$ cat src/rtl/alu_pkg.sv
// alu_pkg: ALU control codes shared with the ALU control decoder, plus exec-unit FSM state encoding
package alu_pkg;
  localparam logic [3:0] ALU_AND = 4'd0;
  localparam logic [3:0] ALU_OR  = 4'd1;
  localparam logic [3:0] ALU_ADD = 4'd2;
  localparam logic [3:0] ALU_SLL = 4'd3;
  localparam logic [3:0] ALU_SRL = 4'd4;
  localparam logic [3:0] ALU_SRA = 4'd5;
  localparam logic [3:0] ALU_SUB = 4'd6;
  localparam logic [3:0] ALU_SLT = 4'd7;
  localparam logic [3:0] ALU_NOR = 4'd12;
  localparam logic [3:0] ALU_BAD = 4'd15;
  typedef enum logic [1:0] {S_IDLE, S_SHIFT, S_HOLD} state_e;
endpackage

$ cat src/rtl/alu_exec_unit_if.sv
// alu_exec_unit_if: op channel (in_valid/in_ready, alu_ctl, a, b) and result channel (out_valid/out_ready, result, zero, illegal); master = producer/consumer, slave = ALU
interface alu_exec_unit_if #(parameter int WIDTH = 64);
  logic             in_valid;
  logic             in_ready;
  logic [3:0]       alu_ctl;
  logic [WIDTH-1:0] a;
  logic [WIDTH-1:0] b;
  logic             out_valid;
  logic             out_ready;
  logic [WIDTH-1:0] result;
  logic             zero;
  logic             illegal;
  modport master (output in_valid, alu_ctl, a, b, out_ready, input in_ready, out_valid, result, zero, illegal);
  modport slave (input in_valid, alu_ctl, a, b, out_ready, output in_ready, out_valid, result, zero, illegal);
endinterface

$ cat src/rtl/alu_shift_iter.sv
// alu_shift_iter: iterative 1-bit/cycle SLL/SRL/SRA; ports clock, reset, start/op/a/shamt in, done/value out
module alu_shift_iter
  import alu_pkg::*;
#(
  parameter int WIDTH = 64,
  localparam int SHAMT_W = $clog2(WIDTH)
) (
  input  logic               clock,
  input  logic               reset,
  input  logic               start,
  input  logic [3:0]         op,
  input  logic [WIDTH-1:0]   a,
  input  logic [SHAMT_W-1:0] shamt,
  output logic               done,
  output logic [WIDTH-1:0]   value
);
  logic [WIDTH-1:0]   work_q, work_d;
  logic [SHAMT_W-1:0] cnt_q, cnt_d;
  logic [3:0]         op_q, op_d;
  always_comb begin
    op_d   = start ? op : op_q;
    cnt_d  = start ? shamt : (cnt_q != '0) ? cnt_q - 1'b1 : cnt_q;
    work_d = start ? a :
             (cnt_q == '0) ? work_q :
             (op_q == ALU_SLL) ? work_q << 1 :
             (op_q == ALU_SRL) ? work_q >> 1 :
             {work_q[WIDTH-1], work_q[WIDTH-1:1]};
  end
  always_ff @(posedge clock) begin
    if (reset) begin
      work_q <= '0;
      cnt_q  <= '0;
      op_q   <= '0;
    end else begin
      work_q <= work_d;
      cnt_q  <= cnt_d;
      op_q   <= op_d;
    end
  end
  assign done  = (cnt_q == '0);
  assign value = work_q;
endmodule

$ cat src/rtl/alu_exec_unit.sv
// alu_exec_unit: execute-stage ALU; ports clock, reset, alu_exec_unit_if.slave bus; iterative shifts built only with ALU_SHIFT_EN
module alu_exec_unit
  import alu_pkg::*;
#(
  parameter int WIDTH = 64
) (
  input  logic          clock,
  input  logic          reset,
  alu_exec_unit_if.slave bus
);
  state_e           state_q, state_d;
  logic [WIDTH-1:0] result_q, result_d, op_res;
  logic             zero_q, zero_d, illegal_q, illegal_d, op_ill, is_shift, acc;
  logic             sh_done;
  logic [WIDTH-1:0] sh_val;
`ifdef ALU_SHIFT_EN
  localparam int SHAMT_W = $clog2(WIDTH);
  logic [SHAMT_W-1:0] shamt;
  assign shamt    = bus.b[SHAMT_W-1:0];
  assign is_shift = (bus.alu_ctl == ALU_SLL || bus.alu_ctl == ALU_SRL || bus.alu_ctl == ALU_SRA) && shamt != '0;
  alu_shift_iter #(.WIDTH(WIDTH)) u_shift (
    .clock (clock),
    .reset (reset),
    .start (acc && is_shift),
    .op    (bus.alu_ctl),
    .a     (bus.a),
    .shamt (shamt),
    .done  (sh_done),
    .value (sh_val)
  );
`else
  assign is_shift = 1'b0;
  assign sh_done  = 1'b0;
  assign sh_val   = '0;
`endif
  assign bus.in_ready = (state_q == S_IDLE) || (state_q == S_HOLD && bus.out_ready);
  assign acc          = bus.in_valid && bus.in_ready;
  always_comb begin
    op_res = '0;
    op_ill = 1'b0;
    case (bus.alu_ctl)
      ALU_AND: op_res = bus.a & bus.b;
      ALU_OR:  op_res = bus.a | bus.b;
      ALU_ADD: op_res = bus.a + bus.b;
      ALU_SUB: op_res = bus.a - bus.b;
      ALU_SLT: op_res = WIDTH'($signed(bus.a) < $signed(bus.b));
      ALU_NOR: op_res = ~(bus.a | bus.b);
`ifdef ALU_SHIFT_EN
      // shamt==0 completes here in one cycle; nonzero amounts go through the iterator
      ALU_SLL: op_res = bus.a << shamt;
      ALU_SRL: op_res = bus.a >> shamt;
      ALU_SRA: op_res = WIDTH'($signed(bus.a) >>> shamt);
`endif
      default: op_ill = 1'b1;
    endcase
  end
  always_comb begin
    state_d   = state_q;
    result_d  = result_q;
    zero_d    = zero_q;
    illegal_d = illegal_q;
    if (acc) begin
      state_d = is_shift ? S_SHIFT : S_HOLD;
      if (!is_shift) begin
        result_d  = op_res;
        zero_d    = (op_res == '0);
        illegal_d = op_ill;
      end
    end else if (state_q == S_HOLD && bus.out_ready) begin
      state_d = S_IDLE;
    end else if (state_q == S_SHIFT && sh_done) begin
      state_d   = S_HOLD;
      result_d  = sh_val;
      zero_d    = (sh_val == '0);
      illegal_d = 1'b0;
    end
  end
  always_ff @(posedge clock) begin
    if (reset) begin
      state_q   <= S_IDLE;
      result_q  <= '0;
      zero_q    <= 1'b0;
      illegal_q <= 1'b0;
    end else begin
      state_q   <= state_d;
      result_q  <= result_d;
      zero_q    <= zero_d;
      illegal_q <= illegal_d;
    end
  end
  assign bus.out_valid = (state_q == S_HOLD);
  assign bus.result    = result_q;
  assign bus.zero      = zero_q;
  assign bus.illegal   = illegal_q;
endmodule

$ cat src/flat_wrapper.sv
// flat-port wrapper written by rule: the top's interface ports become plain ports
module alu_exec_unit_flat import alu_pkg::*;
#(
  parameter int WIDTH = 64
)
  (clock, reset, bus_in_valid, bus_alu_ctl, bus_a, bus_b, bus_out_ready, bus_in_ready, bus_out_valid, bus_result, bus_zero, bus_illegal);
  alu_exec_unit_if #(.WIDTH(WIDTH)) bus_i ();
  input  logic clock;
  input  logic reset;
  input wire logic [$bits(bus_i.in_valid)-1:0] bus_in_valid;
  input wire logic [$bits(bus_i.alu_ctl)-1:0] bus_alu_ctl;
  input wire logic [$bits(bus_i.a)-1:0] bus_a;
  input wire logic [$bits(bus_i.b)-1:0] bus_b;
  input wire logic [$bits(bus_i.out_ready)-1:0] bus_out_ready;
  output wire logic [$bits(bus_i.in_ready)-1:0] bus_in_ready;
  output wire logic [$bits(bus_i.out_valid)-1:0] bus_out_valid;
  output wire logic [$bits(bus_i.result)-1:0] bus_result;
  output wire logic [$bits(bus_i.zero)-1:0] bus_zero;
  output wire logic [$bits(bus_i.illegal)-1:0] bus_illegal;
  assign bus_i.in_valid = bus_in_valid;
  assign bus_i.alu_ctl = bus_alu_ctl;
  assign bus_i.a = bus_a;
  assign bus_i.b = bus_b;
  assign bus_i.out_ready = bus_out_ready;
  assign bus_in_ready = bus_i.in_ready;
  assign bus_out_valid = bus_i.out_valid;
  assign bus_result = bus_i.result;
  assign bus_zero = bus_i.zero;
  assign bus_illegal = bus_i.illegal;
  alu_exec_unit #(.WIDTH(WIDTH)) u_core (.clock(clock), .reset(reset), .bus(bus_i));
endmodule
$ cat config.mk
export PLATFORM = sky130hd
export DESIGN_NAME = alu_exec_unit_flat
export DESIGN_NICKNAME = d
export VERILOG_FILES = /design/src/rtl/alu_pkg.sv /design/src/rtl/alu_exec_unit_if.sv /design/src/rtl/alu_shift_iter.sv /design/src/rtl/alu_exec_unit.sv /design/src/flat_wrapper.sv
export SDC_FILE = /design/constraint.sdc
export NUM_CORES = 1
export LEC_CHECK = 0
export CORE_MARGIN = 4
export CORE_UTILIZATION = 35
export CTS_CLUSTER_DIAMETER = 60
export DETAILED_ROUTE_END_ITERATION = 7
export SLEW_MARGIN = 25
export SYNTH_ARGS = -nofsm -noshare
export SYNTH_HDL_FRONTEND = slang
export SYNTH_HIERARCHICAL = 1
export SYNTH_SLANG_ARGS = --single-unit
$ cat constraint.sdc
create_clock -name clock -period 10.3 [get_ports clock]
set_clock_uncertainty 0.2 [all_clocks]
set_input_delay 1.03 -clock clock [delete_from_list [all_inputs] [get_ports clock]]
set_output_delay 1.03 -clock clock [all_outputs]
set_load 0.01 [all_outputs]
Word level (Yosys, flattened, before mapping)
Index checks and enable logic that the tools add are counted.
Word-level totals
  bits of input ports: 136
  output and inout port bits: 68
  register bits: 67
Cells by class
  bitwise operators: 3
  equal/unequal tests: 5
  $lt $le $gt $ge: 1
  multiplexer cells: 4
  add/subtract/negate cells: 2
  reduce and logical (&&, ||, !) cells: 8
Operators by type and width (number)
  $pmux 64 s6: 1
  $add 64x64->64: 1
  $and 64x64->64: 1
  $logic_not 64->1: 1
  $lt 64x64->1: 1
  $not 64->64: 1
  $or 64x64->64: 1
  $sub 64x64->64: 1
  $eq 4x3->1 const B: 2
  $reduce_or 6->1: 1
  $eq 4x1->1 const B: 1
  $eq 4x2->1 const B: 1
  $eq 4x4->1 const B: 1
  $logic_not 4->1: 1
  $mux 2: 2
  $logic_and 1x1->1: 2
  $logic_not 2->1: 1
  $reduce_bool 2->1: 1
  $logic_or 1x1->1: 1
  $mux 1: 1

Logic depth before layout (Yosys ltp)
Gate-level depths: netlist of run 1.
  depth after elaboration: 4
  depth in mapped cells: 17
  mapped depth without buffers: 15

Worst setup path before layout of run 1
Ideal clock, no wire load.
  kind: input to register
  from: input bus_a[7]
  to: register u_core.zero_q, in the netlist u_core/bus.zero
  data arrival time: 4742 ps
  slack: 5289 ps
  stages on the path: 15
  cell sequence: inv_1 -> ha_1 -> buf_6 -> or3_4 -> or3_4 -> a21oi_4 -> o211ai_2 -> a311oi_2 -> a31oi_1 -> a211o_1 -> or4_1 -> a2111o_1 -> or4_1 -> nand4bb_1 -> o21ai_1
On the way
  longest elaborated chain between the ends: 4
RTL lines
  start, declared: line flat_wrapper.sv:12  | input wire logic [$bits(bus_i.a)-1:0] bus_a;
  branches (longest 2 deep; another with $sub 64x64->64)
  $pmux 64 s6 (*): line alu_exec_unit.sv:41  | case (bus.alu_ctl)
  $logic_not 64->1 (*): line alu_exec_unit.sv:66  | zero_d = (op_res == '0);
  end signal, assigned: line alu_exec_unit.sv:87  | zero_q <= zero_d;
  end, declared: line alu_exec_unit.sv:13  | logic zero_q, zero_d, illegal_q, illegal_d, op_ill, is_shift, acc;
Every way passes the cells marked *.
A chain may end at the register's enable or synchronous reset.

Final worst setup path of run 1
  from: input bus_alu_ctl[0]
  to: register u_core.zero_q, in the netlist u_core/bus.zero
On the way
  longest elaborated chain between the ends: 3
RTL lines
  start, declared: line flat_wrapper.sv:11  | input wire logic [$bits(bus_i.alu_ctl)-1:0] bus_alu_ctl;
  $eq 4x4->1 (tied with other cells): line alu_exec_unit.sv:41
  $pmux 64 s6 (*): line alu_exec_unit.sv:41
  $logic_not 64->1 (*): line alu_exec_unit.sv:66
Every way passes the cells marked *; elsewhere a longest branch is shown, timed or not.

==> results by group, run 1 <==
Outcome
  • Status: finished, violations left
  • Failing checks: DRC

Layout
  • Layout cell share with drive strength beyond 1: 4.46%
  • Final nets: 2654
  • Layout area overhead: 17.1%
  • Layout fillers: 4462
  • Final core utilization: 41.7%

Global routing
  • GRT Util Overall: 29.7%
  • Largest net degree at the start of global routing: 65
  • Total global routing overflow: 0
  • Vias in the first global route: roughly 17000
  • Initial antenna violation count: 1
  • First-pass GRT wire length: 110000 µm

Synthesis
  • FFs w/ async S/R, synth: 0%
  • Post-synth top area share: 17.7%
  • Synth Instances: 2208
  • FF+latch count, synth: 67
  • Top cell type by total area after synthesis: ha_1
  • Ys Warns: 6
  • Commonest register cell after synthesis: dfxtp_1
  • Post-synth EDFFs: 0
  • Mapped Avg Cell Area: between 6 and 7 µm²
  • Synth Net Count: approximately 2600
  • Post-synth cell types: 100
  • Seq/Total Area, Yosys: 8.92%
  • Post-synthesis cell area: 15000 µm²
  • Area contributors post-synth: ha_1, dfxtp_1, a21oi_1, nor2_1, inv_1

Power and ir drop
  • PD cells: 88.6 nW/µm²
  • Leak pwr: between 7 and 8 nW
  • Worst VDD drop: slightly below 80 µV

Clock tree
  • CTS Buffer Depth: 2
  • Clk slew on worst S/H paths: 0.07 ns
  • Clk sink count: 67
  • TritonCTS clock tree: yes
  • CTS Hold Bufs: 0
  • Clock latency on the worst-skew pair: ~0.37 ns
  • Max H-tree Level: 3
  • Post-cts sizing count: 0
  • Setup bufs post-CTS: 0
  • Cts bufs inserted: 9
  • Clock Tree Root: clkbuf_16

Detailed routing
  • Vias after detailed routing: ~18000
  • DR DRC count: 2
  • Iter 0 DRT Violations: 2188
  • Routed Wire Length: between 70000 and 80000 µm
  • Avg WL per Cell: approximately 25 µm
  • Routed Antenna Nets: 0
  • Vias per std cell: 6.40
  • Initial DRT Pass Iterations: 8

Placed design
  • Port buffer count: 203
  • Routability cong.: ~0.98
  • Dpl hpwl: 57000 µm

Floorplanning
  • Die ar.: 46400 µm²
  • Die Y: 215 µm
  • Starting density of the core: 35.6%
  • Placement Rows: 75
  • Core area: 42200 µm²
  • Die width: 215 µm
  • Num ports: between 200 and 250

Hold path
  • Hold path startpoint: u_core/bus.result[60]
  • Worst min-delay path category: reg -> reg

Critical path
  • Largest fanout on the critical path: 28
  • Worst path slowest cell: clkdlybuf4s50_1
  • CP most frequent cell: or4_1
  • CP Data Arrival Time: 6.51 ns
  • Critical path endpoint category: register
  • Crit path from: bus_alu_ctl[0]
  • Reg2reg start: u_core/state_q[1]
  • Critical Path RT: roughly 10 ns
  • Cells along the critical path: clkdlybuf4s50_1 -> inv_2 -> nand3_2 -> o221ai_1 -> a22o_1 -> or4_1 -> nor4_1 -> nand4_1 -> or4_1 -> a2111o_1 -> or4_1 -> nand4bb_1 -> o21ai_1
  • Worst Path Class, Setup: in -> reg
  • CP max stage delay: a little over 1 ns
  • Critical Path Source Type: input pin

Job
  • Max-cap violation count: 0

STA
  • Final setup vio count: 0
  • Max_slew headroom: between 30 and 40%
  • Final Hold Vio Count: 0
  • Min Clock Period, post-route: 6.41 ns
  • Final period utilization: 62.2%
  • Max-slew violation count: 0
  • Worst slew pin tran: 1.00 ns
  • Unrepaired setup endpoints after global routing: no
  • Setup TNS: 0 ns
  • Highest clock rate: 156 MHz
## through the flow
stage	hold WS (ns)	cells	setup WS, ns	power, mW	area [µm²]
2_1_floorplan	0.281	2208	5.29	0.840	15000
3_3_place_gp	0.247	2831	3.62	1.18	17300
3_5_place_dp	0.250	2831	3.56	1.18	17300
4_1_cts	0.259	2846	3.97	1.55	17600
5_1_grt	0.279	2846	3.83	1.65	17600
6_report	0.257	2847	3.89	1.56	17600
## final timing paths
| check | end | slack, ns | cells past startpoint |
|---|---|---|---|
| worst max register to register | u_core/bus.zero | 5.40 | 12 |
| worst min-delay path | u_core/bus.result[60] | 0.26 | 2 |
| worst max-delay path | u_core/bus.zero | 3.89 | 13 |
| worst min register to register | u_core/bus.result[60] | 0.26 | 2 |
## cell usage in the layout (no fill, tap or decap), types with 24 or more instances in the layout
cell type	count
dfxtp_1	67
o211ai_1	25
nand3_1	44
a211oi_1	57
nand2b_1	24
a221o_1	38
o21ai_0	93
a221oi_1	36
nor4_1	43
a21oi_1	209
o31ai_1	51
nand4_1	47
ha_1	213
inv_1	204
nor3_1	65
nand2_1	149
a21o_1	26
o21bai_1	28
clkdlybuf4s50_1	202
nor2_1	260
## power breakdown
group,switching [mW],leakage [nW],internal [mW]
clock network,0.146,0.152,0.212
logic,0.586,6.67,0.323
registers,0.0151,0.553,0.280
## critical path, delay by kind of cell
family / cells / cell delay (ns)
AND/OR/NAND/NOR: 7 / 3.23
AO/OA/AOI/OAI: 4 / 1.05
buffers and inverters: 2 / 1.18
## cell usage after synthesis, types with 7 or more instances
| cell type | number |
|---|---|
| o211a_1 | 12 |
| o22ai_1 | 14 |
| o31ai_1 | 51 |
| clkbuf_1 | 106 |
| a21boi_0 | 8 |
| a221o_1 | 38 |
| nor2b_1 | 17 |
| a2111oi_0 | 8 |
| nor4_1 | 44 |
| or4_1 | 15 |
| a21o_1 | 26 |
| nand3b_1 | 7 |
| o21bai_1 | 28 |
| o31a_1 | 13 |
| a211o_1 | 15 |
| o2111ai_1 | 14 |
| o311ai_0 | 11 |
| and3_1 | 12 |
| dfxtp_1 | 67 |
| or3_1 | 13 |
| a21oi_1 | 209 |
| o211ai_1 | 25 |
| nor2_1 | 260 |
| nand2_1 | 149 |
| inv_1 | 204 |
| ha_1 | 213 |
| o221ai_1 | 14 |
| a22oi_1 | 13 |
| nor3b_1 | 7 |
| mux2i_1 | 9 |
| o21ai_0 | 93 |
| buf_1 | 14 |
| a31oi_1 | 18 |
| nand3_1 | 46 |
| buf_6 | 13 |
| a221oi_1 | 36 |
| o21a_1 | 18 |
| and2_1 | 14 |
| nand2b_1 | 24 |
| or2_2 | 10 |
| nor3_1 | 65 |
| a211oi_1 | 57 |
| nand4_1 | 47 |
## state kept, by name, summed over array words and instances, names as in the netlist
| name | count |
|---|---|
| u_core/bus.illegal | 1 |
| u_core/state_q | 1 |
| u_core/bus.zero | 1 |
| u_core/bus.result | 64 |
## cell type report
class	instances	area, µm²	share of cell area, %
sequential	67	1340	7.61
inverter	207	777	4.41
timing repair buffer	226	2200	12.5
clock buffer	9	225	1.28
tap	539	674	3.83
multi-input combinational	1792	12300	69.9
clock inverter	6	90.1	0.511
antenna	1	2.50	0.0142
## per-layer routing
layer / routed length, µm / vias to the layer above / GRT usage (%)
met2: 32900 / 933 / 48.5
met5: 0 / - / 0
met4: 2110 / 0 / 7.69
met3: 5980 / 116 / 4.45
li1: - / 8414 / -
met1: 31400 / 8771 / 41.1
## logic make-up (layout without fill, tap and decap cells)
| kind of cell | after synthesis | after routing | synth area share, % |
|---|---|---|---|
| buf+inv | 349 | 448 | 9.57 |
| simple gates | 756 | 756 | 24.6 |
| flops | 67 | 67 | 8.92 |
| mux | 11 | 11 | 0.749 |
| xor+xnor | 7 | 7 | 0.408 |
| other cells | 0 | 1 | 0 |
| fa+ha+maj | 215 | 215 | 18.0 |
| compound gates | 803 | 803 | 37.8 |
Note: power is estimated with default switching activity, not from simulation.
==> run 2, diff against run 1 <==
Clock period 10.3 ns to 5.34 ns, I/O delays scaled along.
==> results by group, run 2 (same netlist as run 1, synthesis figures left out) <==
Floorplanning
  • Die ar.: 46400 µm² (unchanged)
  • Num ports: 204 (unchanged)
  • Die Y: 215 µm (unchanged)
  • Die width: 215 µm (unchanged)
  • Placement Rows: 75 (unchanged)
  • Starting density of the core: 35.6% (unchanged)
  • Core area: 42200 µm² (unchanged)

Layout
  • Layout area overhead: 36.1%
  • Max FFs per register: 64 (unchanged)
  • Most frequent cells in the layout: buf_4, nor2_1, ha_1, a21oi_1, inv_1
  • Layout fillers: 4343 (-2.7%)
  • Non-Filler Instances: 3224 (+13%)
  • Layout cell share with drive strength beyond 1: 18.1% (+14 points)
  • Final nets: 3030 (+14%)
  • Most common cell after layout, fill and taps aside: buf_4
  • Final core utilization: 48.5% (+6.8 points)
  • Multi-input gate area: 12300 µm² (+0.27%)
  • Register Area: 1340 µm² (unchanged)

STA
  • Unrepaired setup endpoints after global routing: no
  • Max-slew violation count: 0 (unchanged)
  • Max_slew headroom: 41.8% (+9.4 points)
  • Final Hold Vio Count: 0 (unchanged)
  • Setup WS post-layout: 0.150 ns (-3.74 ns)
  • Highest clock rate: 193 MHz
  • Worst slew pin tran: 0.865 ns (-0.139 ns)
  • Final setup vio count: 0 (unchanged)
  • Hold_ws: 0.260 ns (+0.00249 ns)
  • Final period utilization: 97.2%
  • Min Clock Period, post-route: 5.19 ns

Critical path
  • Reg2reg setup slack: 1.17 ns (-4.23 ns)
  • Critical path endpoint category: register
  • Reg2reg start: u_core/state_q[1]
  • Crit path from: bus_b[0]
  • Critical Path RT: 5.45 ns (-4.95 ns)
  • Termination of the worst setup path: u_core/bus.zero
  • Worst path slowest cell: nor4_1
  • Largest fanout on the critical path: 4 (-86%)
  • Worst Path Class, Setup: in -> reg
  • Cells along the critical path: clkdlybuf4s50_1 -> ha_1 -> inv_1 -> fa_1 -> nand2b_1 -> buf_4 -> a21o_1 -> a21o_1 -> a211oi_1 -> buf_4 -> o21ai_0 -> buf_4 -> a21oi_1 -> buf_4 -> nor3_1 -> a2111oi_0 -> nor2b_1 -> nor4_1 -> buf_4 -> nand4bb_1 -> o21ai_1
  • Reg-to-reg endpoint: u_core/bus.zero
  • CP Data Arrival Time: 5.30 ns (-1.21 ns)
  • CP max stage delay: 0.54 ns (-0.47 ns)
  • CP most frequent cell: buf_4
  • Critical Path Source Type: input pin
  • Reg2Reg Depth: 13 (+1)

Global routing
  • Vias in the first global route: 18700 (+8.0%)
  • Initial antenna violation count: 2 (+1)
  • First-pass GRT wire length: 114000 µm (+3.6%)
  • GRT Util Overall: 30.9% (+1.2 points)
  • Total global routing overflow: 0 (unchanged)
  • Largest net degree at the start of global routing: 64 (-1.5%)

Detailed routing
  • Avg WL per Cell: 23.3 µm (-8.3%)
  • Routed Antenna Nets: 0 (unchanged)
  • Routed Wire Length: 75200 µm (+3.8%)
  • Vias per std cell: 6.03 (-5.8%)
  • Vias after detailed routing: 19500 (+6.7%)
  • DR DRC count: 0 (-2)
  • Iter 0 DRT Violations: 2153 (-1.6%)
  • Initial DRT Pass Iterations: 7 (-1)

Power and ir drop
  • Design Power: 3.32 mW (+110%)
  • Cell-internal power: 1.77 mW (+120%)
  • Clk pwr share: 19.5% (-3.4 points)
  • Switching pwr: 1.55 mW (+110%)
  • PD cells: 162 nW/µm² (+83%)
  • Worst VDD drop: 175 µV (+130%)
  • Comb pwr share: 63.5% (+5.3 points)
  • Sw Ratio: 46.6% (-1.2 points)
  • Flop pwr share: 17.0% (-1.9 points)
  • Leak pwr: 9.20 nW (+25%)

Clock tree
  • CTS Buffer Depth: 2 (unchanged)
  • Max H-tree Level: 3 (unchanged)
  • Clock latency on the worst-skew pair: 0.38 ns (about the same)
  • Clock Tree Root: clkbuf_16
  • Clk sink count: 67 (unchanged)
  • Cts bufs inserted: 9 (unchanged)
  • TritonCTS clock tree: yes
  • Clk slew on worst S/H paths: 0.06 ns (about the same)
  • CTS Hold Bufs: 0 (unchanged)

Hold path
  • WHS Path Cells: 2 (unchanged)
  • Worst min-delay path category: reg -> reg

Job
  • Max-cap violation count: 0 (unchanged)

Placed design
  • Port buffer count: 203 (unchanged)
  • Placed Cells: 3206 (+13%)
  • Routability cong.: 1.01 (+2.2%)
  • Setup WS pre-CTS: -0.260 ns (-3.82 ns)
  • Dpl hpwl: 61200 µm (+7.3%)

Outcome
  • Status: complete, no violations
## run 2: cell count changes in the layout (fill, tap and decap cells not counted), moves of 2 or more
| cell | change |
|---|---|
| buf_4 | +374 |
| clkinvlp_4 | +2 |
| bufinv_16 | -2 |
| buf_12 | +2 |
| and3_2 | +2 |
| and3_4 | -2 |
| o31ai_2 | +3 |
| o31ai_1 | -3 |
## run 2: worst max-delay path: cells and delay by family
kind / cells / cell delay (ns)
compound gates: 7 / 1.59
buf+inv: 7 / 1.49
simple gates: 5 / 1.07
fa+ha+maj: 2 / 0.61
## run 2: area by class of cell
| type | instances | share of cell area (%) |
|---|---|---|
| well taps | 539 | 3.29 |
| clock buffers | 10 | 1.17 |
| flip-flops and latches | 67 | 6.55 |
| clock inverters | 6 | 0.238 |
| multi-input cells | 1792 | 60.3 |
| repair buffers | 602 | 24.7 |
| diodes | 1 | 0.0122 |
| inverters | 207 | 3.79 |
## run 2: stage by stage
step                instance area (µm²)  setup TNS (ns)
floorplan                         15000               0
global placement                  20100          -0.288
detailed placement                20100          -0.260
CTS                               20400               0
global route                      20500               0
finish                            20500               0
## run 2: power by group through the flow
stage / clock, mW / combinational (mW) / sequential [mW]
finish: 0.649 / 2.11 / 0.565
global route: 0.677 / 2.25 / 0.569
CTS: 0.670 / 2.06 / 0.565
detailed placement: 0 / 2.05 / 0.576
global placement: 0 / 2.04 / 0.575
floorplan: 0 / 1.03 / 0.587
## run 2: worst min path at each step
stage,startpoint,to,slack [ns]
after detailed placement,u_core/bus.result[7],u_core/bus.result[7],0.25
after global routing,u_core/bus.result[41],u_core/bus.result[41],0.29
after global placement,u_core/bus.result[7],u_core/bus.result[7],0.25
after CTS,u_core/bus.result[7],u_core/bus.result[7],0.26
final,u_core/bus.result[7],u_core/bus.result[7],0.26
after floorplan,u_core/bus.result[13],u_core/bus.result[13],0.28
## run 2: layer usage
| metal | track usage (%) | vias up | part of all wire (%) |
|---|---|---|---|
| met5 | 0 | - | 0 |
| li1 | - | 9169 | - |
| met4 | 8.93 | 0 | 3.2 |
| met2 | 51.4 | 955 | 46 |
| met1 | 41.6 | 9202 | 43 |
| met3 | 4.53 | 128 | 7.7 |
## run 2: repair_timing
item                       in CTS  in global routing
hold endpoints to repair        0                  0
setup buffers                   0                  1
setup endpoints to repair       0                  1
gates resized for setup         0                 11
